## src/rtl/pwm_tone_detector_if.sv

```systemverilog
// pwm_tone_detector_if: audio line in, measurement and tone status out
// Ports: audio_in (1-bit PWM line), period_out/high_out (CNT_W), meas_valid,
// tone_id (2), tone_valid, silence. slave = detector side, master = driver/observer.
interface pwm_tone_detector_if #(
    parameter int CNT_W = 18
);
    logic             audio_in;
    logic [CNT_W-1:0] period_out;
    logic [CNT_W-1:0] high_out;
    logic             meas_valid;
    logic [1:0]       tone_id;
    logic             tone_valid;
    logic             silence;

    modport master (
        output audio_in,
        input  period_out, high_out, meas_valid, tone_id, tone_valid, silence
    );

    modport slave (
        input  audio_in,
        output period_out, high_out, meas_valid, tone_id, tone_valid, silence
    );
endinterface

```

## src/rtl/pwm_tone_detector.sv

```systemverilog
// pwm_tone_detector: measures PWM period/high time and classifies lock-status tones
// Ports: clk (system clock), reset (async, active-low), bus (slave modport):
// audio_in in; period_out, high_out, meas_valid, tone_id, tone_valid, silence out.
module pwm_tone_detector #(
    parameter int CNT_W         = 18,
    parameter int TONE_A_PERIOD = 113636,
    parameter int TONE_B_PERIOD = 56818,
    parameter int TONE_C_PERIOD = 227272,
    parameter int TOL           = 2048,
    parameter int MATCH_COUNT   = 3
) (
    input  logic                 clk,
    input  logic                 reset,
    pwm_tone_detector_if.slave   bus
);
    localparam int SW = $clog2(MATCH_COUNT + 1);
    localparam logic [CNT_W-1:0] MAX_CNT = '1;
    localparam logic [CNT_W:0] TA = (CNT_W+1)'(TONE_A_PERIOD);
    localparam logic [CNT_W:0] TB = (CNT_W+1)'(TONE_B_PERIOD);
    localparam logic [CNT_W:0] TC = (CNT_W+1)'(TONE_C_PERIOD);
    localparam logic [CNT_W:0] TW = (CNT_W+1)'(TOL);
    localparam logic [SW-1:0]  MC = SW'(MATCH_COUNT);

    typedef enum logic {IDLE, MEASURE} state_t;

    state_t           state;
    logic             s1, s2, s3;
    logic [CNT_W-1:0] cnt, hcnt, hlatch;
    logic [1:0]       prev_cls, cls;
    logic [SW-1:0]    streak, nstreak;
    logic             rise, fall;

    // One extra bit keeps the absolute difference from wrapping.
    function automatic logic near(input logic [CNT_W:0] p, input logic [CNT_W:0] t);
        return (p >= t ? p - t : t - p) <= TW;
    endfunction

    always_comb begin
        rise    = s2 & ~s3;
        fall    = ~s2 & s3;
        cls     = near({1'b0, cnt}, TA) ? 2'd1 :
                  near({1'b0, cnt}, TB) ? 2'd2 :
                  near({1'b0, cnt}, TC) ? 2'd3 : 2'd0;
        nstreak = cls == 2'd0      ? '0 :
                  cls != prev_cls  ? SW'(1) :
                  streak == MC     ? streak : streak + 1'b1;
    end

    always_ff @(posedge clk or negedge reset) begin
        if (!reset) begin
            state          <= IDLE;
            {s1, s2, s3}   <= '0;
            cnt            <= '0;
            hcnt           <= '0;
            hlatch         <= '0;
            prev_cls       <= '0;
            streak         <= '0;
            bus.period_out <= '0;
            bus.high_out   <= '0;
            bus.meas_valid <= 1'b0;
            bus.tone_id    <= '0;
            bus.tone_valid <= 1'b0;
            bus.silence    <= 1'b1;
        end else begin
            s1             <= bus.audio_in;
            s2             <= s1;
            s3             <= s2;
            bus.meas_valid <= 1'b0;
            if (state == IDLE) begin
                if (rise) begin
                    cnt   <= CNT_W'(1);
                    hcnt  <= CNT_W'(1);
                    state <= MEASURE;
                end
            end else if (rise) begin
                bus.period_out <= cnt;
                bus.high_out   <= hlatch;
                bus.meas_valid <= 1'b1;
                bus.silence    <= 1'b0;
                cnt            <= CNT_W'(1);
                hcnt           <= CNT_W'(1);
                prev_cls       <= cls;
                streak         <= nstreak;
                if (nstreak == MC) begin
                    bus.tone_id    <= cls;
                    bus.tone_valid <= 1'b1;
                end else if (cls != bus.tone_id) begin
                    bus.tone_id    <= '0;
                    bus.tone_valid <= 1'b0;
                end
            end else if (cnt == MAX_CNT) begin
                // Line stuck high or low: drop the tone and restart the history.
                state          <= IDLE;
                bus.silence    <= 1'b1;
                bus.tone_id    <= '0;
                bus.tone_valid <= 1'b0;
                prev_cls       <= '0;
                streak         <= '0;
            end else begin
                cnt  <= cnt + 1'b1;
                hcnt <= hcnt + CNT_W'(s2);
                if (fall) hlatch <= hcnt;
            end
        end
    end
endmodule

```

## src/flat_wrapper.sv

```systemverilog
// flat-port wrapper written by rule: the top's interface ports become plain ports
module pwm_tone_detector_flat 
#(
    parameter int CNT_W         = 18,
    parameter int TONE_A_PERIOD = 113636,
    parameter int TONE_B_PERIOD = 56818,
    parameter int TONE_C_PERIOD = 227272,
    parameter int TOL           = 2048,
    parameter int MATCH_COUNT   = 3
)
  (clk, reset, bus_audio_in, bus_period_out, bus_high_out, bus_meas_valid, bus_tone_id, bus_tone_valid, bus_silence);
  pwm_tone_detector_if #(.CNT_W(CNT_W)) bus_i ();
  input  logic clk;
  input  logic reset;
  input wire logic [$bits(bus_i.audio_in)-1:0] bus_audio_in;
  output wire logic [$bits(bus_i.period_out)-1:0] bus_period_out;
  output wire logic [$bits(bus_i.high_out)-1:0] bus_high_out;
  output wire logic [$bits(bus_i.meas_valid)-1:0] bus_meas_valid;
  output wire logic [$bits(bus_i.tone_id)-1:0] bus_tone_id;
  output wire logic [$bits(bus_i.tone_valid)-1:0] bus_tone_valid;
  output wire logic [$bits(bus_i.silence)-1:0] bus_silence;
  assign bus_i.audio_in = bus_audio_in;
  assign bus_period_out = bus_i.period_out;
  assign bus_high_out = bus_i.high_out;
  assign bus_meas_valid = bus_i.meas_valid;
  assign bus_tone_id = bus_i.tone_id;
  assign bus_tone_valid = bus_i.tone_valid;
  assign bus_silence = bus_i.silence;
  pwm_tone_detector #(.CNT_W(CNT_W), .TONE_A_PERIOD(TONE_A_PERIOD), .TONE_B_PERIOD(TONE_B_PERIOD), .TONE_C_PERIOD(TONE_C_PERIOD), .TOL(TOL), .MATCH_COUNT(MATCH_COUNT)) u_core (.clk(clk), .reset(reset), .bus(bus_i));
endmodule
```

## config.mk

```make
export PLATFORM = sky130hd
export DESIGN_NAME = pwm_tone_detector_flat
export DESIGN_NICKNAME = d
export VERILOG_FILES = /design/src/rtl/pwm_tone_detector_if.sv /design/src/rtl/pwm_tone_detector.sv /design/src/flat_wrapper.sv
export SDC_FILE = /design/constraint.sdc
export NUM_CORES = 1
export LEC_CHECK = 0
export CAP_MARGIN = 20
export CORE_ASPECT_RATIO = 1.5
export CORE_MARGIN = 1
export CORE_UTILIZATION = 65
export DETAILED_ROUTE_END_ITERATION = 7
export DONT_BUFFER_PORTS = 1
export GPL_TIMING_DRIVEN = 1
export MAX_ROUTING_LAYER = met4
export PLACE_DENSITY = 0.91
export SETUP_SLACK_MARGIN = 0.15
export SYNTH_ARGS = -nofsm -noshare
export SYNTH_HDL_FRONTEND = slang
export SYNTH_SLANG_ARGS = --single-unit
```

## constraint.sdc

```tcl
create_clock -name clk -period 5.6 [get_ports clk]
set_input_delay 1.12 -clock clk [delete_from_list [all_inputs] [get_ports clk]]
set_output_delay 1.12 -clock clk [all_outputs]
set_load 0.1 [all_outputs]
```

# --- Word-level counts from Yosys, hierarchy flattened ---
# Index checks and enable logic that the tools add are counted.
# W data, S select, Z words.
word_totals:
  regBits: 103
  input_bits: 3
  elab_cells: 84
op_classes:
  add_sub_neg: 9
  order_cmp: 6
  n_eq_ne: 7
  muxes: 33
  n_bitwise: 6
  n_reduce_logical: 8
op_table:
  columns: ["cell", "n"]
  rows:
  - ["$mux W18", 7]
  - ["$le A19 B12 Y1 const B", 3]
  - ["$mux W19", 3]
  - ["$mux W2", 12]
  - ["$sub A16 B18 Y19 const A", 1]
  - ["$sub A17 B18 Y19 const A", 1]
  - ["$sub A18 B16 Y19 const B", 1]
  - ["$sub A18 B17 Y19 const B", 1]
  - ["$sub A18 B18 Y19 const A", 1]
  - ["$sub A18 B18 Y19 const B", 1]
  - ["$add A18 B1 Y18", 1]
  - ["$add A18 B1 Y18 const B", 1]
  - ["$eq A18 B18 Y1 const B", 1]
  - ["$ge A18 B16 Y1 const B", 1]
  - ["$ge A18 B17 Y1 const B", 1]
  - ["$ge A18 B18 Y1 const B", 1]
  - ["$mux W1", 11]
  - ["$reduce_and A2 Y1", 3]
  - ["$eq A2 B2 Y1 const B", 2]
  - ["$ne A2 B2 Y1", 2]
  - ["$not A1 Y1", 4]
  - ["$reduce_and A4 Y1", 1]
  - ["$reduce_bool A2 Y1", 2]
  - ["$ne A3 B3 Y1 const B", 1]
  - ["5 further kinds", 6]

# --- Longest topological paths before layout ---
# Gate-level depths: netlist of the first run.
depth:
  word_depth: 12
  depth_mapped: 15

# --- Worst setup path before layout of the first run ---
# No wires, ideal clock.
synth_path:
  kind: "register to register"
  from: "register u_core.cnt[3]"
  to: "register u_core.bus.tone_valid"
  arrival_time_ps: 3443
  t_required_ps: 5504
  setup_slack_ps: 2061
  path_stages_with_launch: 16
  period_less_slack_ps: 3539
  cell_sequence: "dfrtp_1 -> buf_2 -> inv_1 -> ha_1 -> buf_2 -> nand2b_1 -> a31o_1 -> a211oi_2 -> buf_4 -> or4b_4 -> a2111oi_4 -> o31ai_1 -> or4_1 -> o211ai_2 -> a22oi_1 -> o31ai_1"
synth_via:
  elab_chain_cells: 12
synth_rtl:
  columns: ["element", "line", "text"]
  rows:
  - ["from (decl)", "pwm_tone_detector.sv:28", "logic [CNT_W-1:0] cnt, hcnt, hlatch;"]
  - ["from (signal assigned)", "pwm_tone_detector.sv:100", "cnt <= cnt + 1'b1;"]
  - ["$sub A18 B18 Y19 / $ge A18 B18 Y1 (equally long branches)", "pwm_tone_detector.sv:35", "return (p >= t ? p - t : t - p) <= TW;"]
  - ["$mux W19", "pwm_tone_detector.sv:35", null]
  - ["$le A19 B12 Y1", "pwm_tone_detector.sv:35", null]
  - ["$mux W2", "pwm_tone_detector.sv:43", "near({1'b0, cnt}, TC) ? 2'd3 : 2'd0;"]
  - ["$mux W2", "pwm_tone_detector.sv:42", "near({1'b0, cnt}, TB) ? 2'd2 :"]
  - ["$mux W2", "pwm_tone_detector.sv:41", "cls = near({1'b0, cnt}, TA) ? 2'd1 :"]
  - ["$ne A2 B2 Y1", "pwm_tone_detector.sv:45", "cls != prev_cls ? SW'(1) :"]
  - ["$mux W2", "pwm_tone_detector.sv:45", null]
  - ["$mux W2", "pwm_tone_detector.sv:44", "nstreak = cls == 2'd0 ? '0 :"]
  - ["$eq A2 B2 Y1", "pwm_tone_detector.sv:84", "if (nstreak == MC) begin"]
  - ["$ne A3 B3 Y1 (no line) / $mux W1 (equally long branches)", null, null]
  - ["$reduce_and A3 Y1 (no line) / $mux W1 (equally long branches)", null, null]
  - ["to (signal assigned)", "pwm_tone_detector.sv:86", "bus.tone_valid <= 1'b1;"]
  - ["to (signal assigned)", "pwm_tone_detector.sv:89", "bus.tone_valid <= 1'b0;"]
  - ["to (signal assigned)", "pwm_tone_detector.sv:96", "bus.tone_valid <= 1'b0;"]
  - ["to (decl)", "pwm_tone_detector_if.sv:22", "output period_out, high_out, meas_valid, tone_id, tone_valid, silence"]
# Parallel ways exist; a longest one is shown, timed or not.
# A chain may end at the register's enable or synchronous reset.

# --- Worst setup path after layout of the first run ---
layout_path:
  from: "register u_core.cnt[4]"
  to: "register u_core.bus.tone_id[1]"
layout_via:
  elab_chain_cells: 12
layout_rtl:
  columns: ["element", "line", "text"]
  rows:
  - ["$sub A18 B18 Y19 / $ge A18 B18 Y1 (equally long branches)", "pwm_tone_detector.sv:35", null]
  - ["$mux W19", "pwm_tone_detector.sv:35", null]
  - ["$le A19 B12 Y1", "pwm_tone_detector.sv:35", null]
  - ["$mux W2", "pwm_tone_detector.sv:43", null]
  - ["$mux W2", "pwm_tone_detector.sv:42", null]
  - ["$mux W2", "pwm_tone_detector.sv:41", null]
  - ["$ne A2 B2 Y1", "pwm_tone_detector.sv:45", null]
  - ["$mux W2", "pwm_tone_detector.sv:45", null]
  - ["$mux W2", "pwm_tone_detector.sv:44", null]
  - ["$eq A2 B2 Y1", "pwm_tone_detector.sv:84", null]
  - ["$ne A3 B3 Y1 (no line) / $mux W2 (equally long branches)", null, null]
  - ["$reduce_and A3 Y1 (no line) / $mux W2 (equally long branches)", null, null]
  - ["to (signal assigned)", "pwm_tone_detector.sv:85", "bus.tone_id <= cls;"]
  - ["to (decl)", "pwm_tone_detector_if.sv:22", null]
# Parallel ways exist; a longest one is shown, timed or not.

==> key figures, run 1 <==
Setup path
  – R2r startpoint: u_core.cnt[4]$_DFFE_PN0P_
  – Max FO, Critical Path: 27
  – Data required time of the worst path: ~5900 ps
  – Worst flop-to-flop path endpoint: u_core.bus.tone_id[1]$_DFFE_PN0P_
  – Crit path DAT: 4720 ps
  – Worst R2R Path Depth: 12
  – Crit. End Element: flop
  – Reg2reg setup slack: 1130 ps
  – Critical path class: reg2reg
  – Startpoint Class: flop

Final layout
  – Final instance area: between 7000 and 8000 um^2
  – Layout cells sized above 1: 0.1201
  – Most frequent cells in the layout: dfrtp_1, nand2_1, nor2_1
  – Area growth from synthesis to layout: 4.216%
  – Commonest non-fill, non-tap cell in the layout: dfrtp_1
  – Total Nets Final: about 750
  – Filler instances: 781
  – N_diodes: 0

Global routing
  – Initial antenna violation count: 0
  – Total gr overflow: 0
  – Total global-route track usage: 0.3868
  – Largest net degree at the start of global routing: 104
  – First-pass GRT wire length: 31,680 um
  – Vias in the first global route: 6,129

Placement
  – Routability cong.: 0.9805
  – Post-DP HPWL: 13,790 um
  – PortBufs: 0
  – Placed instance area: 6904 um^2

Timing
  – RSZ-0062 raised after global routing: false
  – Final hold slack: 354.1 ps
  – Final min period: 4473 ps
  – Slew Limit Fails: 0
  – Setup-failing EPs final: 0
  – Worst-margin pin slew: 1032 ps
  – Final hold violation count: 0
  – Final Skew: about 16 ps
  – Fmax: 223.5 MHz
  – Rel. slew slack: 0.3123
  – Setup_tns: 0 ps
  – Final period util: 0.7988

Power
  – Pwr Density: 308.8 nW/um^2
  – Clock share of power: 0.287
  – Sw Pwr: ~0.89 mW
  – Tot Pwr: 2.225 mW
  – Share of total power in combinational logic: 0.239
  – Register share of total power: 0.475
  – Switching Share: 0.4016
  – LEAKAGE: between 2 and 3 nW
  – Max VDD drop: 251.7 uV
  – P_int: between 1 and 1.5 mW

Logic synthesis
  – Mapped Area: 6914 um^2
  – Number of synthesized flops with an enable pin: 0
  – Yosys warns: 0
  – Avg Cell Area, Syn: 9.062 um^2
  – Seq/Total Area, Yosys: 0.3730
  – Share of flip-flops with an asynchronous set or reset: 1.000
  – Largest area contributor in the netlist: dfrtp_1
  – Syn Inst Count: 763
  – Ys flop type: dfrtp_1
  – Mapped Nets: 788
  – Synth cell types: 83
  – Top cell type's share of synthesized area: 0.3692
  – #FFs+latches synth: about 100
  – Area contributors post-synth: dfrtp_1, mux2_2, nand2_1, ha_1, xnor2_1

Floorplan
  – Die W: 86.21 um
  – Initial Util: 0.6747
  – IO Count: between 40 and 50
  – Core area: 10,250 um^2
  – Site Rows: 45
  – Area of the die: about 11,000 um^2
  – Die Span Y: 128.3 um

Route
  – Drt via density: 6.958
  – DRT iter0 DRCs: 640
  – Drt wl/cell: between 20 and 25 um
  – Vias: roughly 6,100
  – DRC violations left: 0
  – Final ANT Viol Nets: 0
  – DR pass1 iterations: 6
  – WL final: 19,610 um

Clock network
  – Resize count post-CTS: 0
  – Post-CTS Setup Bufs: 0
  – Clock transition at path regs: 80 ps
  – H-tree levels: 3
  – Clk sinks: ~100
  – CTS tree: done
  – Number of CTS-inserted buffers: 9
  – Clock Tree Buf Depth: 2
  – Worst skew pair latency: 360 ps
  – Clock Tree Root: clkbuf_16
  – Post-CTS Hold Buffers: 0

Min path
  – Worst hold path depth: 0
  – Min-delay worst type: reg2reg
  – Hold path endpoint: u_core.s2$_DFF_PN0_
  – Hold Path Origin: u_core.s1$_DFF_PN0_

Job
  – Max cap viols: 0

Outcome
  – Status: complete, no violations
-- cell type report --
| cell class | count | area, um^2 | area share |
|---|---|---|---|
| Inverter | 19 | 71.32 | 0.009898 |
| Tap cell | 141 | 176.4 | 0.02448 |
| Clock inverter | 6 | 62.56 | 0.008682 |
| Clock buffer | 10 | 239.0 | 0.03317 |
| Multi-Input combinational cell | 588 | 4025 | 0.5586 |
| Sequential cell | 103 | 2579 | 0.3579 |
| Timing Repair Buffer | 7 | 52.55 | 0.007293 |
-- synth_stat cells (all sizes together), types with 3 or more instances --
master / count
o41ai: 3
o211ai: 9
dfrtp: 102
nand2: 74
xnor2: 25
or3: 3
a21o: 4
ha: 22
mux2: 43
a2111oi: 4
nor2b: 13
mux2i: 3
nand3b: 8
o311ai: 3
o21ai: 42
nand4: 19
clkinv: 5
nor3: 29
inv: 14
a211oi: 4
a21oi: 28
xor2: 25
buf: 25
nor4: 11
a31oi: 18
and2: 6
o31ai: 10
a41oi: 6
nor2: 55
o31a: 4
nand4bb: 3
a22oi: 6
and3: 15
o21a: 6
clkbuf: 28
or2: 4
and4: 5
nand2b: 11
a22o: 3
nand3: 24
or4: 6
-- worst max path at each step --
stage                                   endpoint  depth (start not counted)  slack, ps                      start
2_1_floorplan  u_core.bus.tone_valid$_DFFE_PN0P_                         15       2060  u_core.cnt[3]$_DFFE_PN0P_
3_3_place_gp   u_core.bus.tone_id[1]$_DFFE_PN0P_                         12       1440  u_core.cnt[4]$_DFFE_PN0P_
3_5_place_dp   u_core.bus.tone_id[1]$_DFFE_PN0P_                         12       1220  u_core.cnt[4]$_DFFE_PN0P_
4_1_cts        u_core.bus.tone_id[1]$_DFFE_PN0P_                         12       1220  u_core.cnt[4]$_DFFE_PN0P_
5_1_grt        u_core.bus.tone_id[1]$_DFFE_PN0P_                         12        850  u_core.cnt[4]$_DFFE_PN0P_
6_report       u_core.bus.tone_id[1]$_DFFE_PN0P_                         12       1130  u_core.cnt[4]$_DFFE_PN0P_
-- critical path: stages (launching register included) --
cell	delay [ps]
dfrtp_1	680
inv_2	350
ha_1	430
nand2b_1	120
a31o_1	250
a211oi_2	560
or4b_4	550
a2111oi_4	200
o31ai_1	190
nor3_1	330
nor2_1	160
xnor2_1	190
o311ai_1	350
-- kinds of logic (layout without fill, tap and decap cells) --
group / after synthesis / after routing / share of synthesized area
compound gates: 177 / 177 / 0.1772
xor+xnor: 50 / 50 / 0.06334
fa+ha+maj: 22 / 22 / 0.03981
buf+inv: 72 / 42 / 0.04524
flops: 103 / 103 / 0.3730
mux: 46 / 46 / 0.07438
simple gates: 293 / 293 / 0.2271
-- through the flow --
step	setup slack, ps	cells	utilization
6_report	1127	874	0.7032
3_3_place_gp	1437	858	0.6737
5_1_grt	848.8	874	0.7032
4_1_cts	1215	874	0.7032
2_1_floorplan	2061	763	-
3_5_place_dp	1221	858	0.6737
-- power by group through the flow --
stage | registers, mW | clock network [mW] | logic (mW)
final | 1.06 | 0.638 | 0.531
after global routing | 1.07 | 0.674 | 0.585
after CTS | 1.06 | 0.642 | 0.521
after detailed placement | 1.07 | 0 | 0.515
after global placement | 1.07 | 0 | 0.510
after floorplan | 1.03 | 0 | 0.418
-- per-layer routing --
metal,vias up,GRT usage,part of all wire
met5,-,-,0
met4,0,0.2520,0.065
met3,114,0.05023,0.056
met2,300,0.6373,0.50
met1,2947,0.4391,0.38
li1,2720,-,-
-- flip-flops by register name, summed over array words and instances, names as in the netlist --
register	flops
u_core.s3	1
u_core.bus.silence	1
u_core.state	1
u_core.streak	2
u_core.bus.period_out	18
u_core.bus.meas_valid	1
u_core.s2	1
u_core.hcnt	18
u_core.cnt	18
u_core.s1	1
u_core.prev_cls	2
u_core.bus.tone_id	2
u_core.hlatch	18
u_core.bus.tone_valid	1
u_core.bus.high_out	18
Note: power is estimated with default switching activity, not from simulation.
==> inputs of run 2 (changes only) <==
==> constraint.sdc (replaced) <==
create_clock -name clk -period 4.63 [get_ports clk]
set_input_delay 0.926 -clock clk [delete_from_list [all_inputs] [get_ports clk]]
set_output_delay 0.926 -clock clk [all_outputs]
set_load 0.1 [all_outputs]
==> run 2 against run 1 <==
Effect of this change:
- largest power group unchanged
- power increased by 22%
- first-iteration DRC count increased by 3.4%
- global-route usage increased by 0.78 points
- largest cell class unchanged
- die area unchanged
- sequential share of layout area decreased by 0.45 points
- via count increased by 0.51%
- maximum frequency increased by 6.2%
- final area increased by 1.3%
- non-clock buffer count increased by 12
- clock power increased by 19%
- clock skew decreased by 2.4 ps
==> key figures, run 2 (same netlist as run 1, synthesis figures left out) <==
Outcome
  – Status: complete, no violations

Min path
  – Min-delay worst type: in2async

Final layout
  – Most frequent cells in the layout: dfrtp_1, nand2_1, nor2_1
  – Total Nets Final: 765
  – Final instance area: between 7000 and 8000 um^2
  – N_diodes: 0
  – Filler instances: about 810
  – Area growth from synthesis to layout: 5.537%
  – Commonest non-fill, non-tap cell in the layout: dfrtp_1
  – Register area: 2579 um^2
  – Area taken by multi-input logic gates: 4033 um^2
  – Layout cells sized above 1: 0.1356

Floorplan
  – Site Rows: 45
  – IO Count: 44
  – Initial Util: 0.6747
  – Core area: 10,250 um^2
  – Die W: roughly 86 um
  – Area of the die: 11,060 um^2
  – Die Span Y: between 100 and 150 um

Placement
  – Routability cong.: between 1 and 1.5
  – Post-DP HPWL: 14,050 um
  – Placed instance area: 6994 um^2
  – PortBufs: 0

Global routing
  – Largest net degree at the start of global routing: 104
  – Initial antenna violation count: 0
  – Total gr overflow: 0
  – Vias in the first global route: around 6,200
  – First-pass GRT wire length: approximately 32,000 um
  – Total global-route track usage: 0.3946

Timing
  – Final min period: approximately 4200 ps
  – RSZ-0062 raised after global routing: false
  – Fmax: 237.5 MHz
  – Final Skew: 13.73 ps
  – Final period util: 0.9094
  – Final hold violation count: 0
  – Rel. slew slack: 0.3256
  – Worst-margin pin slew: 1012 ps
  – Setup-failing EPs final: 0
  – Setup_tns: 0 ps
  – Slew Limit Fails: 0

Route
  – Wire length on met1: 7208 um
  – Top sig layer: met4
  – Final ANT Viol Nets: 0
  – WL met3: approximately 1300 um
  – Drt wl/cell: 22.28 um
  – Drt via density: 6.898
  – DR pass1 iterations: 5
  – DR WL met2: 9824 um
  – Vias: 6,112
  – WL final: 19,740 um
  – DRC violations left: 0
  – DRT iter0 DRCs: around 660

Clock network
  – Clock Tree Buf Depth: 2
  – Clock transition at path regs: 80 ps
  – CTS tree: done
  – H-tree levels: 3
  – Resize count post-CTS: 0
  – Worst skew pair latency: 360 ps
  – Post-CTS Hold Buffers: 0
  – Post-CTS Setup Bufs: 0
  – Number of CTS-inserted buffers: 9
  – Clock Tree Root: clkbuf_16
  – Clk sinks: 103

Setup path
  – CP max-delay cell: dfrtp_1
  – Crit-path cells: clkinvlp_4 -> ha_1 -> nor2b_1 -> nor3_1 -> and2_1 -> nor2_1 -> o31a_1 -> xor2_1 -> or4_1 -> o211ai_2 -> a22oi_1 -> o31ai_1
  – Startpoint Class: flop
  – Worst R2R Path Depth: 12
  – Crit. End Element: flop
  – Crit path DAT: 4470 ps
  – Critical path class: reg2reg
  – Max FO, Critical Path: 15
  – Data required time of the worst path: roughly 5000 ps
  – CP max stage delay: 680 ps

Power
  – Pwr Density: 371.4 nW/um^2
  – LEAKAGE: 3.003 nW
  – Max VDD drop: about 340 uV

Job
  – Max cap viols: 0
==> run 2: per-stage QoR <==
stage / instances / power [mW] / utilization / hold slack (ps) / setup slack, ps
detailed placement: 870 / 1.935 / 0.6825 / 341.8 / 377.2
floorplan: 763 / 1.751 / - / 331.2 / 1091
CTS: 886 / 2.693 / 0.7110 / 248.4 / 353.4
global route: 886 / 2.828 / 0.7121 / 245.2 / 158.7
global placement: 870 / 1.917 / 0.6825 / 337.7 / 518.7
finish: 886 / 2.710 / 0.7121 / 250.9 / 419.5
==> run 2: routing by layer <==
layer,global-route usage,up-vias
met3,0.06117,109
li1,-,2731
met2,0.6293,353
met4,0.2725,0
met5,-,-
met1,0.4535,2919
==> run 2: final cells by class <==
class	instances	share of cell area
inverters	19	0.01029
clock inverters	7	0.009088
repair buffers	19	0.01955
clock buffers	9	0.03086
well taps	141	0.02418
multi-input cells	588	0.5526
flip-flops and latches	103	0.3534
==> run 2: path summary, 6_finish.rpt <==
check / from / to / slack (ps)
setup / recovery: u_core.cnt[3]$_DFFE_PN0P_ / u_core.bus.tone_valid$_DFFE_PN0P_ / 420
hold / removal: reset / u_core.cnt[1]$_DFFE_PN0P_ / 250
setup reg to reg: u_core.cnt[3]$_DFFE_PN0P_ / u_core.bus.tone_valid$_DFFE_PN0P_ / 420
hold reg to reg: u_core.s1$_DFF_PN0_ / u_core.s2$_DFF_PN0_ / 350
max in group asynchronous: reset / u_core.bus.silence$_DFFE_PN1P_ / 4120
min in group clk: u_core.s1$_DFF_PN0_ / u_core.s2$_DFF_PN0_ / 350
==> run 2: critical path, delay by kind of cell (launching register included) <==
| family | cells | cell delay [ps] |
|---|---|---|
| xor gates and xnor gates | 1 | 180 |
| buffers and inverters | 1 | 390 |
| AOI/OAI and AO/OA | 4 | 840 |
| and+or+nand+nor | 5 | 1690 |
| adders and majority gates | 1 | 330 |
| DFF | 1 | 680 |
==> run 2: where the power goes <==
part           switching [mW]  internal (mW)
combinational           0.412          0.267
clock                   0.380          0.378
sequential              0.309          0.964
==> inputs of run 3 (changes only) <==
--- a/config.mk
+++ b/config.mk
@@ -13,7 +13,7 @@
 export DONT_BUFFER_PORTS = 1
 export GPL_TIMING_DRIVEN = 1
 export MAX_ROUTING_LAYER = met4
-export PLACE_DENSITY = 0.91
+export PLACE_DENSITY = 0.81
 export SETUP_SLACK_MARGIN = 0.15
 export SYNTH_ARGS = -nofsm -noshare
 export SYNTH_HDL_FRONTEND = slang
==> run 3 against run 2 <==
Effect of this change:
- routed wire length fell by 0.20%
- setup slack better by 180 ps
- sequential power about the same
- combinational power fell by 2%
- final cell count rose by 0.34%
- count of clock-buffer cells in the layout rose by 1
- clock skew shrank 4.0 ps
- highest routed layer unchanged
- critical path depth grew 1
- global-route usage is 0.99 points lower
- sequential cell count unchanged
- largest cell class unchanged
- via count rose by 0.61%
- register-to-register slack improved by 180 ps
==> key figures, run 3 (same netlist as run 1, synthesis figures left out) <==
Outcome
  – Status: complete, no violations

Power
  – Register share of total power: 0.469
  – Sw Pwr: 1.081 mW
  – Pwr Density: 367.3 nW/um^2
  – Switching Share: 0.4023
  – LEAKAGE: 3.019 nW
  – P_int: 1.606 mW
  – Clock share of power: 0.283
  – Share of total power in combinational logic: 0.248
  – Max VDD drop: 303.3 uV

Timing
  – Rel. slew slack: 0.3339
  – Setup_tns: 0 ps
  – Slew Limit Fails: 0
  – Setup-failing EPs final: 0
  – Final hold slack: 254.5 ps
  – Final period util: 0.8702
  – Final Skew: just under 10 ps
  – Worst-margin pin slew: 999.1 ps
  – RSZ-0062 raised after global routing: false
  – Final hold violation count: 0
  – Final min period: 4029 ps
  – Fmax: 248.2 MHz

Floorplan
  – IO Count: between 40 and 50
  – Area of the die: 11,060 um^2
  – Die W: 86.21 um
  – Core area: 10,250 um^2
  – Initial Util: 0.6747
  – Die Span Y: between 100 and 150 um
  – Site Rows: between 40 and 50

Final layout
  – Commonest non-fill, non-tap cell in the layout: dfrtp_1
  – Final Core Density: 0.7137
  – N_diodes: 0
  – Area growth from synthesis to layout: 5.773%
  – Total Nets Final: 768
  – Most frequent cells in the layout: dfrtp_1, nand2_1, nor2_1
  – Final instance area: around 7300 um^2
  – Layout Cells excl Fill: 889
  – Filler instances: 831
  – Layout cells sized above 1: 0.1364

Clock network
  – Post-CTS Hold Buffers: 0
  – H-tree levels: 3
  – CTS tree: done
  – Number of CTS-inserted buffers: 9
  – Clk sinks: 103
  – Worst skew pair latency: roughly 360 ps
  – Resize count post-CTS: 0
  – Clock Tree Buf Depth: 2
  – Post-CTS Setup Bufs: 0
  – Clock Tree Root: clkbuf_16
  – Clock transition at path regs: 80 ps

Setup path
  – Crit. End Element: flop
  – R2r startpoint: u_core.cnt[3]$_DFFE_PN0P_
  – Reg2reg setup slack: 600 ps
  – Worst flop-to-flop path endpoint: u_core.bus.tone_id[1]$_DFFE_PN0P_
  – Critical path class: reg2reg
  – Worst R2R Path Depth: 13
  – Startpoint Class: flop
  – Max FO, Critical Path: 15
  – Data required time of the worst path: 4880 ps
  – Crit path DAT: 4280 ps
  – Critical Path Start: u_core.cnt[3]$_DFFE_PN0P_

Route
  – DR pass1 iterations: 6
  – DRC violations left: 0
  – DRT iter0 DRCs: 664
  – Final ANT Viol Nets: 0
  – Drt via density: 6.917
  – Drt wl/cell: around 22 um
  – Vias: between 6,000 and 7,000
  – WL final: 19,700 um

Global routing
  – Vias in the first global route: 6,133
  – Initial antenna violation count: 0
  – Largest net degree at the start of global routing: 104
  – First-pass GRT wire length: 31,400 um
  – Total global-route track usage: 0.3846
  – Total gr overflow: 0

Placement
  – Placed instance area: 7017 um^2
  – Placed Cells: 873
  – PortBufs: 0
  – Post-DP HPWL: ~14,000 um
  – Routability cong.: 0.9731

Job
  – Max cap viols: 0

Min path
  – Min-delay worst type: in2async
[run 3: metal layers]
layer | vias to the layer above | wire length, um | GRT usage
met5 | - | 0 | -
met1 | 2961 | 7239 | 0.4304
met4 | 0 | 1100 | 0.2235
met2 | 342 | 9972 | 0.6405
met3 | 106 | 1386 | 0.06761
li1 | 2740 | - | -
[run 3: area by class of cell]
type                       instances  area, um^2  area share
tap                              141       176.4     0.02412
sequential                       103        2579      0.3526
multi-input combinational        588        4025      0.5504
timing repair buffer              22       165.2     0.02258
inverter                          19       71.32    0.009752
clock buffer                      10       229.0     0.03131
clock inverter                     6       67.56    0.009239
[run 3: power by group through the flow]
stage	sequential (mW)	clock (mW)	combinational [mW]
global placement	1.27	0	0.635
global route	1.27	0.809	0.720
finish	1.26	0.759	0.666
floorplan	1.25	0	0.505
detailed placement	1.28	0	0.642
CTS	1.26	0.764	0.648
[run 3: critical path: stages (launching register included)]
cell,delay (ps)
dfrtp_1,670
inv_1,330
ha_1,420
nand2b_1,140
a31o_1,180
a211oi_2,80
buf_4,200
or4_1,520
or2_1,220
a32o_1,240
nor3_1,290
nor2_1,160
xnor2_1,170
o311ai_1,300
[run 3: worst max-delay path by stage]
stage,to,slack [ps]
finish,u_core.bus.tone_id[1]$_DFFE_PN0P_,600
CTS,u_core.bus.tone_id[1]$_DFFE_PN0P_,630
floorplan,u_core.bus.tone_valid$_DFFE_PN0P_,1090
global placement,u_core.bus.tone_id[1]$_DFFE_PN0P_,820
global route,u_core.bus.tone_id[1]$_DFFE_PN0P_,270
detailed placement,u_core.bus.tone_id[1]$_DFFE_PN0P_,660
[run 3: stage by stage]
step	power [mW]	worst slack [ps]
after global routing	2.800	270.9
after floorplan	1.751	1091
after detailed placement	1.919	658.8
after global placement	1.905	818.1
after CTS	2.672	631.9
final	2.686	600.8
